$ cat config.mk
export PLATFORM = sky130hd
export DESIGN_NAME = uart_param_txrx
export DESIGN_NICKNAME = d
export VERILOG_FILES = /design/src/rtl/uart_pkg.sv /design/src/rtl/uart_param_txrx_rx_core.sv /design/src/rtl/uart_param_txrx.sv
export SDC_FILE = /design/constraint.sdc
export NUM_CORES = 1
export LEC_CHECK = 0
export CAP_MARGIN = 20
export CORE_UTILIZATION = 57
export CTS_CLUSTER_DIAMETER = 200
export CTS_CLUSTER_SIZE = 14
export DETAILED_ROUTE_END_ITERATION = 10
export GPL_ROUTABILITY_DRIVEN = 0
export PLACE_DENSITY = 0.89
export SLEW_MARGIN = 0
export SYNTH_ARGS = -nofsm -noshare
export SYNTH_HDL_FRONTEND = slang
export SYNTH_HIERARCHICAL = 1
export SYNTH_SLANG_ARGS = --single-unit
$ cat constraint.sdc
create_clock -name clk -period 2.2 [get_ports clk]
set_input_delay 0.22 -clock clk [delete_from_list [all_inputs] [get_ports clk]]
set_output_delay 0.22 -clock clk [all_outputs]
set_load 0.05 [all_outputs]
$ cat src/rtl/uart_pkg.sv
// Shared constants, FSM state types and small helpers for the parametrised UART.
package uart_pkg;

    localparam int PARITY_NONE = 0;
    localparam int PARITY_EVEN = 1;
    localparam int PARITY_ODD  = 2;

    typedef enum logic [2:0] {
        TX_IDLE   = 3'd0,
        TX_START  = 3'd1,
        TX_DATA   = 3'd2,
        TX_PARITY = 3'd3,
        TX_STOP   = 3'd4
    } tx_state_t;

    typedef enum logic [2:0] {
        RX_IDLE   = 3'd0,
        RX_START  = 3'd1,
        RX_DATA   = 3'd2,
        RX_PARITY = 3'd3,
        RX_STOP   = 3'd4,
        RX_DONE   = 3'd5
    } rx_state_t;

    // Ceiling log2 for elaboration-time widths; callers pass values >= 2.
    function automatic int clog2(input int value);
        int result;
        result = 0;
        for (int v = value - 1; v > 0; v = v >> 1) begin
            result = result + 1;
        end
        return result;
    endfunction

    // Data words are zero-extended to 9 bits, which leaves the XOR unchanged.
    function automatic logic parity_of(input logic [8:0] data, input int mode);
        return (mode == PARITY_ODD) ? ~(^data) : (^data);
    endfunction

endpackage

$ cat src/rtl/uart_param_txrx_rx_core.sv
// UART receiver: two-flop input synchronizer, mid-bit sampling FSM and registered result/error outputs.
module uart_param_txrx_rx_core
    import uart_pkg::*;
#(
    parameter int DATA_BITS   = 8,
    parameter int PARITY_MODE = 0,
    parameter int CLK_PER_BIT = 16
) (
    input  logic                 clk,
    input  logic                 rst,
    input  logic                 rx,
    output logic [DATA_BITS-1:0] rx_data,
    output logic                 rx_valid,
    output logic                 rx_parity_err,
    output logic                 rx_frame_err
);

    localparam int CNT_W = clog2(CLK_PER_BIT);
    localparam int BIT_W = clog2(DATA_BITS + 1);
    localparam logic [CNT_W-1:0] CNT_ZERO  = CNT_W'(0);
    localparam logic [CNT_W-1:0] CNT_ONE   = CNT_W'(1);
    localparam logic [CNT_W-1:0] CNT_LAST  = CNT_W'(CLK_PER_BIT - 1);
    localparam logic [CNT_W-1:0] HALF_LAST = CNT_W'(CLK_PER_BIT / 2 - 1);
    localparam logic [BIT_W-1:0] BIT_ZERO  = BIT_W'(0);
    localparam logic [BIT_W-1:0] BIT_ONE   = BIT_W'(1);
    localparam logic [BIT_W-1:0] BIT_LAST  = BIT_W'(DATA_BITS - 1);
    localparam logic HAS_PARITY = (PARITY_MODE != PARITY_NONE) ? 1'b1 : 1'b0;

    logic [1:0]           sync_r;
    logic                 rx_sync_s;
    rx_state_t            state_r, state_s;
    logic [CNT_W-1:0]     cnt_r, cnt_s;
    logic [BIT_W-1:0]     bit_r, bit_s;
    logic [DATA_BITS-1:0] shift_r, shift_s;
    logic                 par_bit_r, par_bit_s;
    logic                 stop_err_r, stop_err_s;
    logic [DATA_BITS-1:0] data_r, data_s;
    logic                 valid_r, valid_s;
    logic                 perr_r, perr_s;
    logic                 ferr_r, ferr_s;

    assign rx_sync_s = sync_r[1];

    // Idle-high synchronizer for the asynchronous pin.
    always_ff @(posedge clk or posedge rst) begin
        if (rst) begin
            sync_r <= 2'b11;
        end else begin
            sync_r <= {sync_r[0], rx};
        end
    end

    // Receive state, sampling counters and registered outputs.
    always_ff @(posedge clk or posedge rst) begin
        if (rst) begin
            state_r    <= RX_IDLE;
            cnt_r      <= CNT_ZERO;
            bit_r      <= BIT_ZERO;
            shift_r    <= {DATA_BITS{1'b0}};
            par_bit_r  <= 1'b0;
            stop_err_r <= 1'b0;
            data_r     <= {DATA_BITS{1'b0}};
            valid_r    <= 1'b0;
            perr_r     <= 1'b0;
            ferr_r     <= 1'b0;
        end else begin
            state_r    <= state_s;
            cnt_r      <= cnt_s;
            bit_r      <= bit_s;
            shift_r    <= shift_s;
            par_bit_r  <= par_bit_s;
            stop_err_r <= stop_err_s;
            data_r     <= data_s;
            valid_r    <= valid_s;
            perr_r     <= perr_s;
            ferr_r     <= ferr_s;
        end
    end

    // Next-state logic; after the half-bit start check every sample lands on a bit centre.
    always_comb begin
        state_s    = state_r;
        cnt_s      = cnt_r;
        bit_s      = bit_r;
        shift_s    = shift_r;
        par_bit_s  = par_bit_r;
        stop_err_s = stop_err_r;
        data_s     = data_r;
        valid_s    = 1'b0;
        perr_s     = perr_r;
        ferr_s     = ferr_r;
        case (state_r)
            RX_IDLE: begin
                cnt_s = CNT_ZERO;
                bit_s = BIT_ZERO;
                if (!rx_sync_s) begin
                    state_s = RX_START;
                end else begin
                    state_s = RX_IDLE;
                end
            end
            RX_START: begin
                if (cnt_r == HALF_LAST) begin
                    cnt_s = CNT_ZERO;
                    if (rx_sync_s) begin
                        state_s = RX_IDLE;
                    end else begin
                        state_s = RX_DATA;
                    end
                end else begin
                    cnt_s = cnt_r + CNT_ONE;
                end
            end
            RX_DATA: begin
                if (cnt_r == CNT_LAST) begin
                    cnt_s   = CNT_ZERO;
                    shift_s = {rx_sync_s, shift_r[DATA_BITS-1:1]};
                    if (bit_r == BIT_LAST) begin
                        state_s = HAS_PARITY ? RX_PARITY : RX_STOP;
                    end else begin
                        bit_s = bit_r + BIT_ONE;
                    end
                end else begin
                    cnt_s = cnt_r + CNT_ONE;
                end
            end
            RX_PARITY: begin
                if (cnt_r == CNT_LAST) begin
                    cnt_s     = CNT_ZERO;
                    par_bit_s = rx_sync_s;
                    state_s   = RX_STOP;
                end else begin
                    cnt_s = cnt_r + CNT_ONE;
                end
            end
            RX_STOP: begin
                if (cnt_r == CNT_LAST) begin
                    cnt_s      = CNT_ZERO;
                    stop_err_s = ~rx_sync_s;
                    state_s    = RX_DONE;
                end else begin
                    cnt_s = cnt_r + CNT_ONE;
                end
            end
            RX_DONE: begin
                valid_s = 1'b1;
                data_s  = shift_r;
                perr_s  = HAS_PARITY && (par_bit_r != parity_of(9'(shift_r), PARITY_MODE));
                ferr_s  = stop_err_r;
                state_s = RX_IDLE;
            end
            default: begin
                state_s = RX_IDLE;
                cnt_s   = CNT_ZERO;
            end
        endcase
    end

    assign rx_data       = data_r;
    assign rx_valid      = valid_r;
    assign rx_parity_err = perr_r;
    assign rx_frame_err  = ferr_r;

endmodule

$ cat src/rtl/uart_param_txrx.sv
// Parametrised full-duplex UART: valid/ready transmitter FSM here, receiver in uart_param_txrx_rx_core.
module uart_param_txrx
    import uart_pkg::*;
#(
    parameter int DATA_BITS   = 8,
    parameter int PARITY_MODE = 0,
    parameter int STOP_BITS   = 1,
    parameter int CLK_PER_BIT = 16
) (
    input  logic                 clk,
    input  logic                 rst,
    input  logic [DATA_BITS-1:0] tx_data,
    input  logic                 tx_valid,
    output logic                 tx_ready,
    output logic                 Tx,
    input  logic                 Rx,
    output logic [DATA_BITS-1:0] rx_data,
    output logic                 rx_valid,
    output logic                 rx_parity_err,
    output logic                 rx_frame_err
);

    localparam int CNT_W = clog2(CLK_PER_BIT);
    localparam int BIT_W = clog2(DATA_BITS + 1);
    localparam logic [CNT_W-1:0] CNT_ZERO  = CNT_W'(0);
    localparam logic [CNT_W-1:0] CNT_ONE   = CNT_W'(1);
    localparam logic [CNT_W-1:0] CNT_LAST  = CNT_W'(CLK_PER_BIT - 1);
    localparam logic [BIT_W-1:0] BIT_ZERO  = BIT_W'(0);
    localparam logic [BIT_W-1:0] BIT_ONE   = BIT_W'(1);
    localparam logic [BIT_W-1:0] BIT_LAST  = BIT_W'(DATA_BITS - 1);
    localparam logic STOP_LAST  = (STOP_BITS == 2) ? 1'b1 : 1'b0;
    localparam logic HAS_PARITY = (PARITY_MODE != PARITY_NONE) ? 1'b1 : 1'b0;

    tx_state_t            tx_state_r, tx_state_s;
    logic [CNT_W-1:0]     tx_cnt_r, tx_cnt_s;
    logic [BIT_W-1:0]     tx_bit_r, tx_bit_s;
    logic                 tx_stop_r, tx_stop_s;
    logic [DATA_BITS-1:0] tx_shift_r, tx_shift_s;
    logic                 tx_par_r, tx_par_s;
    logic                 tx_line_r, tx_line_s;
    logic                 tx_ready_r, tx_ready_s;

    // Transmit state, counters and the registered line/ready outputs.
    always_ff @(posedge clk or posedge rst) begin
        if (rst) begin
            tx_state_r <= TX_IDLE;
            tx_cnt_r   <= CNT_ZERO;
            tx_bit_r   <= BIT_ZERO;
            tx_stop_r  <= 1'b0;
            tx_shift_r <= {DATA_BITS{1'b0}};
            tx_par_r   <= 1'b0;
            tx_line_r  <= 1'b1;
            tx_ready_r <= 1'b1;
        end else begin
            tx_state_r <= tx_state_s;
            tx_cnt_r   <= tx_cnt_s;
            tx_bit_r   <= tx_bit_s;
            tx_stop_r  <= tx_stop_s;
            tx_shift_r <= tx_shift_s;
            tx_par_r   <= tx_par_s;
            tx_line_r  <= tx_line_s;
            tx_ready_r <= tx_ready_s;
        end
    end

    // Next-state logic; the line value for each bit is registered on the edge that starts it.
    always_comb begin
        tx_state_s = tx_state_r;
        tx_cnt_s   = tx_cnt_r;
        tx_bit_s   = tx_bit_r;
        tx_stop_s  = tx_stop_r;
        tx_shift_s = tx_shift_r;
        tx_par_s   = tx_par_r;
        tx_line_s  = tx_line_r;
        tx_ready_s = tx_ready_r;
        case (tx_state_r)
            TX_IDLE: begin
                tx_cnt_s = CNT_ZERO;
                if (tx_valid && tx_ready_r) begin
                    tx_state_s = TX_START;
                    tx_shift_s = tx_data;
                    tx_par_s   = parity_of(9'(tx_data), PARITY_MODE);
                    tx_line_s  = 1'b0;
                    tx_ready_s = 1'b0;
                end else begin
                    tx_line_s  = 1'b1;
                    tx_ready_s = 1'b1;
                end
            end
            TX_START: begin
                if (tx_cnt_r == CNT_LAST) begin
                    tx_state_s = TX_DATA;
                    tx_cnt_s   = CNT_ZERO;
                    tx_bit_s   = BIT_ZERO;
                    tx_line_s  = tx_shift_r[0];
                    tx_shift_s = {1'b0, tx_shift_r[DATA_BITS-1:1]};
                end else begin
                    tx_cnt_s = tx_cnt_r + CNT_ONE;
                end
            end
            TX_DATA: begin
                if (tx_cnt_r == CNT_LAST) begin
                    tx_cnt_s = CNT_ZERO;
                    if (tx_bit_r == BIT_LAST) begin
                        if (HAS_PARITY) begin
                            tx_state_s = TX_PARITY;
                            tx_line_s  = tx_par_r;
                        end else begin
                            tx_state_s = TX_STOP;
                            tx_line_s  = 1'b1;
                            tx_stop_s  = 1'b0;
                        end
                    end else begin
                        tx_bit_s   = tx_bit_r + BIT_ONE;
                        tx_line_s  = tx_shift_r[0];
                        tx_shift_s = {1'b0, tx_shift_r[DATA_BITS-1:1]};
                    end
                end else begin
                    tx_cnt_s = tx_cnt_r + CNT_ONE;
                end
            end
            TX_PARITY: begin
                if (tx_cnt_r == CNT_LAST) begin
                    tx_state_s = TX_STOP;
                    tx_cnt_s   = CNT_ZERO;
                    tx_line_s  = 1'b1;
                    tx_stop_s  = 1'b0;
                end else begin
                    tx_cnt_s = tx_cnt_r + CNT_ONE;
                end
            end
            TX_STOP: begin
                if (tx_cnt_r == CNT_LAST) begin
                    tx_cnt_s = CNT_ZERO;
                    if (tx_stop_r == STOP_LAST) begin
                        tx_state_s = TX_IDLE;
                        tx_ready_s = 1'b1;
                    end else begin
                        tx_stop_s = 1'b1;
                    end
                end else begin
                    tx_cnt_s = tx_cnt_r + CNT_ONE;
                end
            end
            default: begin
                tx_state_s = TX_IDLE;
                tx_cnt_s   = CNT_ZERO;
                tx_line_s  = 1'b1;
                tx_ready_s = 1'b1;
            end
        endcase
    end

    assign Tx       = tx_line_r;
    assign tx_ready = tx_ready_r;

    uart_param_txrx_rx_core #(
        .DATA_BITS   (DATA_BITS),
        .PARITY_MODE (PARITY_MODE),
        .CLK_PER_BIT (CLK_PER_BIT)
    ) u_rx_core (
        .clk           (clk),
        .rst           (rst),
        .rx            (Rx),
        .rx_data       (rx_data),
        .rx_valid      (rx_valid),
        .rx_parity_err (rx_parity_err),
        .rx_frame_err  (rx_frame_err)
    );

endmodule
== Word-level counts from Yosys, hierarchy flattened ==
Index checks and enable logic that the tools add are counted.
Word-level totals
  flip-flop bits (word level): 54
  output and inout port bits: 13
  bits of input ports: 12
Operators by class
  reduce and logical (&&, ||, !) cells: 20
  eq/ne operators: 28
  multiplexer cells: 49
  add/subtract/negate cells: 4
  bitwise operators: 3
Operator list (number)
  two-way mux 3 bit: 12
  two-way mux 4 bit: 9
  two-way mux 8 bit: 4
  one-hot mux 3 bit (5 select lines): 2
  one-hot mux 8 bit (3 select lines): 1
  inequality test 2 bit (second input constant): 9
  adder 4 x 1 -> 4 bit (second input constant): 4
  one-hot mux 4 bit (2 select lines): 2
  AND reduction 5 bit: 3
  two-way mux 1 bit: 14
  equality test 3 x 2 -> 1 bit (second input constant): 4
  equality test 4 x 3 -> 1 bit (second input constant): 3
  one-hot mux 4 bit (3 select lines): 1
  inequality test 2 x 1 -> 1 bit (second input constant): 5
  equality test 3 bit (second input constant): 3
  equality test 4 bit (second input constant): 2
  AND reduction 4 bit: 2
  AND reduction 7 bit: 1
  equality test 3 x 1 -> 1 bit (second input constant): 2
  zero test 3 bit: 2
  one-hot mux 1 bit (3 select lines): 2
  AND reduction 3 bit: 2
  nonzero test 3 bit: 2
  OR reduction 3 bit: 2
  other kinds (7): 11

== Logic depth before layout (Yosys ltp) ==
Gate-level depths: netlist of run 1.
  depth after elaboration: 4
  depth in mapped cells: 6
  mapped depth without buffers: 5

== Modules after synthesis ==
The synthesis of run 1 kept the hierarchy.
By module, submodules not included
  uart_param_txrx_rx_core: area each 1403.8 um^2, sequential area each 803.3 um^2, instances 1, cells an instance 115
  uart_param_txrx: area each 1216.2 um^2, sequential area each 528.0 um^2, instances 1, cells an instance 113

== Worst setup path after synthesis of run 1 ==
Ideal clock, no wire load.
  path kind: reg-to-reg
  from: register tx_bit_r[0]
  to: register tx_shift_r[0]
  clock period less this slack: 1.882 ns
  arrival: 1.756 ns
  path slack: 0.318 ns
  library setup time: 0.125 ns
  cell stages (with the launch flop): 7
  cells stage by stage: dfrtp_1 ha_1 and3b_4 or3_1 a31o_1 buf_6 mux2_4
On the way
  longest elaborated chain between the ends: 3
RTL lines
  start: declaration: RTL line uart_param_txrx.sv:36  | logic [BIT_W-1:0] tx_bit_r, tx_bit_s;
  start signal: assignment: RTL line uart_param_txrx.sv:57  | tx_bit_r <= tx_bit_s;
  equality test 4 x 3 -> 1 bit: RTL line uart_param_txrx.sv:104  | if (tx_bit_r == BIT_LAST) begin
  inequality test 2 bit (no source line)
  AND reduction 5 bit (no source line)
  end signal: assignment: RTL line uart_param_txrx.sv:50  | tx_shift_r <= {DATA_BITS{1'b0}};
  end signal: assignment: RTL line uart_param_txrx.sv:59  | tx_shift_r <= tx_shift_s;
  end: declaration: RTL line uart_param_txrx.sv:38  | logic [DATA_BITS-1:0] tx_shift_r, tx_shift_s;
Every way passes these cells.
A chain may end at the register's enable or synchronous reset.

== Worst setup path after layout of run 1 ==
Ends and elaborated chain as after synthesis.

==> implementation parameters, run 1 <==
Parameter                              Value

Clock tree
  Clock sink count ... 53
  Largest buffer count on any clock path ... 2
  Post-cts repair resize count ... 0
  Clock edge transition at the registers on the reported setup and hold paths ... 90 ps
  TritonCTS Buffers ... 5
  Cell chosen for the clock root ... clkbuf_8
  Number of hold-repair buffers added at the cts stage ... 0
  CTS tree ... built
  Number of H-tree levels ... 2
  Number of setup buffers added after CTS ... 0
  Insertion delay of the later-clocked pin in the worst-skew pair ... 300 ps

Critical path
  Setup crit end kind ... flip-flop
  Critical Path Max Stage Delay ... 420 ps
  Crit-path cells ... ha_1, and3b_4, or3_1, a31o_1, mux2_4
  Critical Path Source Type ... flip-flop
  Buffering stage count on the worst path with inverters included ... 0
  Slowest cell on crit path ... dfrtp_1
  Crit. path cell count ... 5
  Crit Path Class ... flip-flop to flip-flop
  Length in cells of the worst reg-to-reg path ... 5
  Kind of cell adding the most delay to the critical path ... simple AND/OR/NAND/NOR gates
  Critical path fanouts, max ... 8
  WP data required ... 2390 ps
  Worst Path Arrival ... 2230 ps

Global routing
  Global-route wire length before repair ... 8170 µm
  Pin count of the biggest net entering global routing ... 33
  Total congestion overflow after global routing ... 0
  Via count of the first global-routing pass ... 1851
  GRT Resource Usage Total ... 21.0%
  Initial antenna violation count ... 0

Timing
  Clock skew ... 8.49 ps
  Highest clock rate ... 491 MHz
  Worst Slack Setup Final ... 162 ps
  Shortest clock period the worst path allows after layout ... 2040 ps
  Transition time at the pin with the least slew margin ... 763 ps
  Total of endpoints with negative setup slack in the final report ... 0
  RSZ-0062 raised after global routing ... no
  Number of pins exceeding their max-slew limit in the final report ... 0
  Period Utilization, post-route ... 92.6%
  Total negative slack ... 0 ps
  Worst slew margin relative to its limit ... 49.1%
  Worst hold slack after final layout ... 314 ps
  Number of endpoints with negative hold slack in the final report ... 0

Hold path
  Worst min-delay path category ... input pin to asynchronous set/reset pin

Floorplanning
  IO Pins ... 25
  Placement Rows ... 24
  Placeable Area ... 0.00438 mm²
  Chip Width ... 69.8 µm
  Die extent in y ... 69.8 µm
  Effective utilization at floorplan ... 59.8%
  Die ar. ... 0.00487 mm²

Synth
  Number of nets produced by synthesis ... 244
  Yosys top cell area share ... 46.8%
  Seq cells post-synth ... 53
  Most repeated cell in the gate-level netlist after synthesis ... dfrtp_1
  Most frequent cells after synthesis ... 49 x dfrtp_1, 24 x mux2_2, 13 x a21oi_1
  Synth Instances ... 228
  Post-synthesis instance area ... 0.00262 mm²
  Ranking of synthesized cells by area ... dfrtp_1 47%, mux2_2 10%, mux2_4 4.6%
  Mean area per synthesized cell ... 11.5 µm²
  Number of flops mapped to enable cells by yosys ... 0
  Count of yosys warnings during synthesis ... 6
  Number of unique standard cell types used by synthesis ... 49
  Library cell with the largest summed area after synthesis ... dfrtp_1
  Post-synthesis async set-or-reset flop share ... 100%
  Share of the yosys chip area belonging to registers ... 50.8%
  Ys flop type ... dfrtp_1

Detailed routing
  Detailed Routing Iterations Pass 1 ... 4
  Vias post-DR ... 1793
  Post-detailed-route wirelength per cell ... 14.3 µm
  First DRT Iteration DRCs ... 81
  Detailed Route WL ... 4380 µm
  DRC errors left ... 0
  Antenna Violating Nets Remaining ... 0
  Routed vias/inst ... 5.86

Layout
  Antenna diode count ... 0
  Final standard cell count with taps included and fillers excluded ... 306
  Area grow syn2layout ... 13.3%
  Share of final-layout standard cells stronger than drive strength 1 ... 21.3%
  Nets@finish ... 269

Status
  Outcome ... finished, final reports clean

Placement
  Final HPWL DP ... 3130 µm
  # placed instances ... 298
  Setup slack at placement ... 162 ps
  Port-buffer cells ... 23

Power and ir drop
  Leakage ... 1.36 nW
  Power density over the cells ... 702 mW/mm²
  Worst vdd rail ir drop ... 0.000363 V
  Overall Power ... 0.00208 W

Flow run
  Max-cap violations ... 0
==> final cells by class <==
type                            instances  area (µm²)
Tap cell                               52        65.1
Clock inverter                          2        15.0
Multi-Input combinational cell        154        1170
Inverter                               11        41.3
Fill cell                             352        1420
Clock buffer                            6        72.6
Timing Repair Buffer                   28         268
Sequential cell                        53        1330
==> per-stage QoR <==
step | instance area (µm²) | utilization, %
2_1_floorplan | 2620 | -
3_3_place_gp | 2880 | 65.7
3_5_place_dp | 2880 | 65.7
4_1_cts | 2970 | 67.7
5_1_grt | 2970 | 67.7
6_report | 2970 | 67.7
==> worst paths after layout <==
kind / from / end / slack [ps]
max in group asynchronous: rst / tx_shift_r[0] / 1340
worst min-delay path: rst / u_rx_core/rx_data[5] / 310
worst max-delay path: tx_bit_r[0] / tx_shift_r[0] / 160
worst min register to register: u_rx_core/sync_r[0] / u_rx_core/sync_r[1] / 350
worst max register to register: tx_bit_r[0] / tx_shift_r[0] / 160
min in group clk: Rx / u_rx_core/sync_r[0] / 340
==> routing by layer <==
metal | up-vias | global-route usage (%) | wire, µm
met4 | 0 | 5.78 | 43
met5 | - | 0 | 0
met2 | 44 | 35.6 | 2160
met1 | 871 | 27.0 | 2010
li1 | 873 | - | -
met3 | 5 | 4.80 | 164
==> worst min-delay path, stage by stage <==
cell	delay, ps
clkdlybuf4s50_1	420
inv_1	60
buf_4	350
==> power breakdown <==
group	internal, W	switching (W)
Sequential	0.00108	0.000103
Clock	0.000225	0.000306
Combinational	0.000195	0.000173
Total	0.00150	0.000582
==> logic make-up (layout without fill, tap and decap cells) <==
family / count (synthesis) / in the layout / synth area share [%]
other: 1 / 1 / 0.143
AO/OA/AOI/OAI: 51 / 51 / 12.8
adder cells (fa/ha/maj): 4 / 4 / 1.91
flip-flops: 53 / 53 / 50.8
buffers and inverters: 21 / 47 / 4.35
AND/OR/NAND/NOR: 61 / 61 / 13.3
multiplexers: 35 / 35 / 16.0
XOR/XNOR: 2 / 2 / 0.669
==> sequential cells by signal (all words and copies together) (netlist names), 2 cells and up <==
register / flops
tx_shift_r: 8
tx_state_r: 3
u_rx_core/shift_r: 8
u_rx_core/sync_r: 2
u_rx_core/cnt_r: 4
tx_cnt_r: 4
tx_bit_r: 4
u_rx_core/rx_data: 8
u_rx_core/bit_r: 4
u_rx_core/state_r: 3
==> cell usage in the layout, fill, tap and decap left out, drive strengths merged, types with 6 or more instances in the layout <==
master and count:
clkbuf 6, nand2 12, mux2 32, inv 11, a21oi 14, clkdlybuf4s50 23, a22o 6, nor2 11
nand3 11, dfrtp 49, o21ai 12
Power figures use the tool's default switching activity.
==> inputs of run 2 (changes only) <==
- GPL_ROUTABILITY_DRIVEN: 0 -> 1
==> results of run 2 <==
Final layout, timing and power as in run 1 (identical DEF).
==> inputs of run 3 (changes only) <==
- ABC_AREA: not set -> 1
==> implementation parameters, run 3 <==
Parameter                              Value

Status
  Outcome ... finished, final reports clean

Synth
  Ranking of synthesized cells by area ... dfrtp_1 47%, nand2_1 18%, inv_1 5.0%
  Multiplexer share of the synthesized area ... 0% (-16 points)
  Number of unique standard cell types used by synthesis ... 27 (-45%)
  Number of nets produced by synthesis ... 355 (+45%)
  Complex-gate fraction of the synthesized area ... 5.84% (-6.9 points)
  Most frequent cells after synthesis ... 128 x nand2_1, 49 x dfrtp_1, 35 x inv_1
  Most repeated cell in the gate-level netlist after synthesis ... nand2_1
  Count of yosys warnings during synthesis ... 6 (unchanged)
  Library cell with the largest summed area after synthesis ... dfrtp_1
  Post-synthesis instance area ... 0.00264 mm² (+0.57%)
  Seq cells post-synth ... 53 (unchanged)
  Synth Instances ... 339 (+49%)
  Share of the yosys chip area belonging to registers ... 50.5% (-0.29 points)
  Share of synthesized cell area in full adder, half adder and majority cells ... 1.90% (-0.011 points)
  Number of flops mapped to enable cells by yosys ... 0 (unchanged)
  Parity-gate share of the synthesized area counting xor and xnor cells ... 0.332% (-0.34 points)
  Ys flop type ... dfrtp_1
  Largest family of logic cells by synthesized area ... simple AND/OR/NAND/NOR gates
  Area share of and/or/nand/nor cells after synthesis ... 33.9% (+21 points)
  Mean area per synthesized cell ... 7.77 µm² (-32%)
  Post-synthesis async set-or-reset flop share ... 100% (unchanged)
  Yosys top cell area share ... 46.5% (-0.27 points)

Critical path
  Slowest cell on crit path ... clkdlybuf4s50_1
  Worst reg2reg endpoint ... tx_shift_r[6]
  Setup crit end kind ... primary output
  Kind of cell adding the most delay to the critical path ... buffers and inverters
  Launch instance of the worst register-to-register path ... tx_cnt_r[0]
  Crit. path cell count ... 1 (-4)
  Length in cells of the worst reg-to-reg path ... 8 (+3)
  Register-to-register setup slack ... 640 ps (+480 ps)
  WP data required ... 1980 ps (-410 ps)
  Critical Path Max Stage Delay ... 800 ps (+380 ps)
  Buffering stage count on the worst path with inverters included ... 1 (+1)
  Crit Path Class ... flip-flop to primary output
  Critical Path Source Type ... flip-flop
  Critical Path Source ... tx_ready
  Worst Path Arrival ... 1640 ps (-590 ps)
  Crit-path cells ... clkdlybuf4s50_1
  Critical path fanouts, max ... 3 (-5)

Flow run
  Max-cap violations ... 0 (unchanged)

Detailed routing
  Detailed Route WL ... 4900 µm (+12%)
  First DRT Iteration DRCs ... 127 (+57%)
  Post-detailed-route wirelength per cell ... 11.7 µm (-18%)
  Detailed Routing Iterations Pass 1 ... 4 (unchanged)
  Antenna Violating Nets Remaining ... 0 (unchanged)
  DRC errors left ... 0 (unchanged)
  Routed vias/inst ... 5.15 (-12%)
  Vias post-DR ... 2162 (+21%)

Timing
  Period Utilization, post-route ... 84.6% (-8.0 points)
  Transition time at the pin with the least slew margin ... 787 ps (+23.9 ps)
  Worst slew margin relative to its limit ... 47.5% (-1.6 points)
  Number of endpoints with negative hold slack in the final report ... 0 (unchanged)
  Number of pins exceeding their max-slew limit in the final report ... 0 (unchanged)
  RSZ-0062 raised after global routing ... no
  Highest clock rate ... 537 MHz (+9.4%)
  Total of endpoints with negative setup slack in the final report ... 0 (unchanged)
  Clock skew ... 8.98 ps (+0.481 ps)
  Total negative slack ... 0 ps (unchanged)
  Shortest clock period the worst path allows after layout ... 1860 ps (-176 ps)

Layout
  Share of final-layout standard cells stronger than drive strength 1 ... 8.70% (-13 points)
  Fill cell total of the finished layout ... 357 (+1.4%)
  Most frequent cells in the layout ... 128 x nand2_1, 49 x dfrtp_1, 35 x inv_1
  Area grow syn2layout ... 14.0%
  Antenna diode count ... 0 (unchanged)
  Most common cell after layout, fill and taps aside ... nand2_1
  Final standard cell count with taps included and fillers excluded ... 420 (+37%)
  Post-route cell area ... 0.00300 mm² (+1.2%)
  Nets@finish ... 383 (+42%)

Global routing
  Met3 Resource Use GR ... 4.76% (-0.035 points)
  Pin count of the biggest net entering global routing ... 33 (unchanged)
  Initial antenna violation count ... 0 (unchanged)
  M2 GR Usage ... 39.6% (+4.1 points)
  Most congested layer reported by global routing ... met2
  Global-route wire length before repair ... 8930 µm (+9.3%)
  Total congestion overflow after global routing ... 0 (unchanged)
  Via count of the first global-routing pass ... 2095 (+13%)
  GRT Resource Usage Total ... 22.6% (+1.7 points)
  Met1 capacity usage during global routing ... 27.6% (+0.60 points)

Power and ir drop
  Worst vdd rail ir drop ... 0.000637 V (+76%)
  Part of the power in the clock network ... 19.7% (-5.8 points)
  Power density over the cells ... 928 mW/mm² (+32%)
  Power share of the sequential group ... 45.3% (-12 points)
  Switching share of power ... 38.2% (+10 points)
  Leakage ... 1.57 nW (+15%)
  Cell-internal power ... 0.00172 W (+15%)
  Logic pwr share ... 35.0% (+17 points)
  Overall Power ... 0.00279 W (+34%)
  Net switching power figure ... 0.00106 W (+83%)

Clock tree
  Largest buffer count on any clock path ... 2 (unchanged)
  TritonCTS Buffers ... 5 (unchanged)
  CTS tree ... built
  Post-cts repair resize count ... 0 (unchanged)
  Number of H-tree levels ... 2 (unchanged)
  Clock sink count ... 53 (unchanged)
  Number of setup buffers added after CTS ... 0 (unchanged)
  Insertion delay of the later-clocked pin in the worst-skew pair ... 300 ps (about the same)
  Clock edge transition at the registers on the reported setup and hold paths ... 90 ps (about the same)
  Number of hold-repair buffers added at the cts stage ... 0 (unchanged)
  Cell chosen for the clock root ... clkbuf_8

Placement
  Placer congestion estimate ... 0.846
  Port-buffer cells ... 23 (unchanged)
  # placed instances ... 412 (+38%)
  Final HPWL DP ... 3700 µm (+18%)
  Cell area after placement ... 0.00291 mm² (+1.1%)

Floorplanning
  Effective utilization at floorplan ... 60.1% (+0.34 points)
  Chip Width ... 70.0 µm (+0.28%)
  Placement Rows ... 24 (unchanged)
  Die ar. ... 0.00490 mm² (+0.56%)
  Die extent in y ... 70.0 µm (+0.28%)
  Placeable Area ... 0.00438 mm² (unchanged)
  IO Pins ... 25 (unchanged)

Hold path
  Worst min-delay path category ... input pin to asynchronous set/reset pin
==> run 3: changes by cell type after synthesis, moves of 8 or more <==
cell / delta
nand2_1: +116
a21oi_1: -11
nor2_1: +18
nand3_1: +15
inv_1: +24
o21ai_0: +10
mux2_4: -8
mux2_2: -24
==> run 3: metrics by stage <==
step,setup slack (ps),hold slack [ps],util (%)
6_report,338,321,68.5
5_1_grt,302,325,68.5
4_1_cts,324,339,68.5
3_5_place_dp,648,348,66.4
3_3_place_gp,676,346,66.4
2_1_floorplan,760,195,-
==> run 3: layout make-up <==
cell class | count | area [µm²] | area share [%]
well taps | 52 | 65.1 | 2.17
inverters | 41 | 154 | 5.13
clock buffers | 8 | 90.1 | 3.00
flip-flops and latches | 53 | 1330 | 44.3
multi-input cells | 240 | 1110 | 37.0
repair buffers | 26 | 253 | 8.42
==> run 3: logic make-up after synthesis <==
group / count (synthesis)
buffers and inverters: 46
XOR/XNOR: 1
AND/OR/NAND/NOR: 206
AO/OA/AOI/OAI: 28
adder cells (fa/ha/maj): 4
flip-flops: 53
other: 1
==> run 3: power by group through the flow <==
stage	clock [W]	combinational, W	sequential [W]
finish	0.000548	0.000975	0.00126
global route	0.000600	0.00112	0.00128
CTS	0.000566	0.000977	0.00126
detailed placement	0	0.000974	0.00128
global placement	0	0.000932	0.00127
floorplan	0	0.000708	0.00131
==> run 3: worst max-delay path by stage <==
stage	to	slack, ps
after global routing	tx_ready	300
after detailed placement	tx_shift_r[6]	650
after floorplan	tx_shift_r[7]	760
final	tx_ready	340
after CTS	tx_ready	320
after global placement	tx_ready	680
==> run 3: worst min-delay path, cell delays in order <==
cell and delay [ps]:
clkdlybuf4s50_1 420, inv_1 60, buf_4 340
==> run 3: metal layers <==
metal	up-vias	routed length [µm]
met5	-	0
met4	0	73
met3	7	176
met2	46	2470
met1	997	2190
li1	1112	-
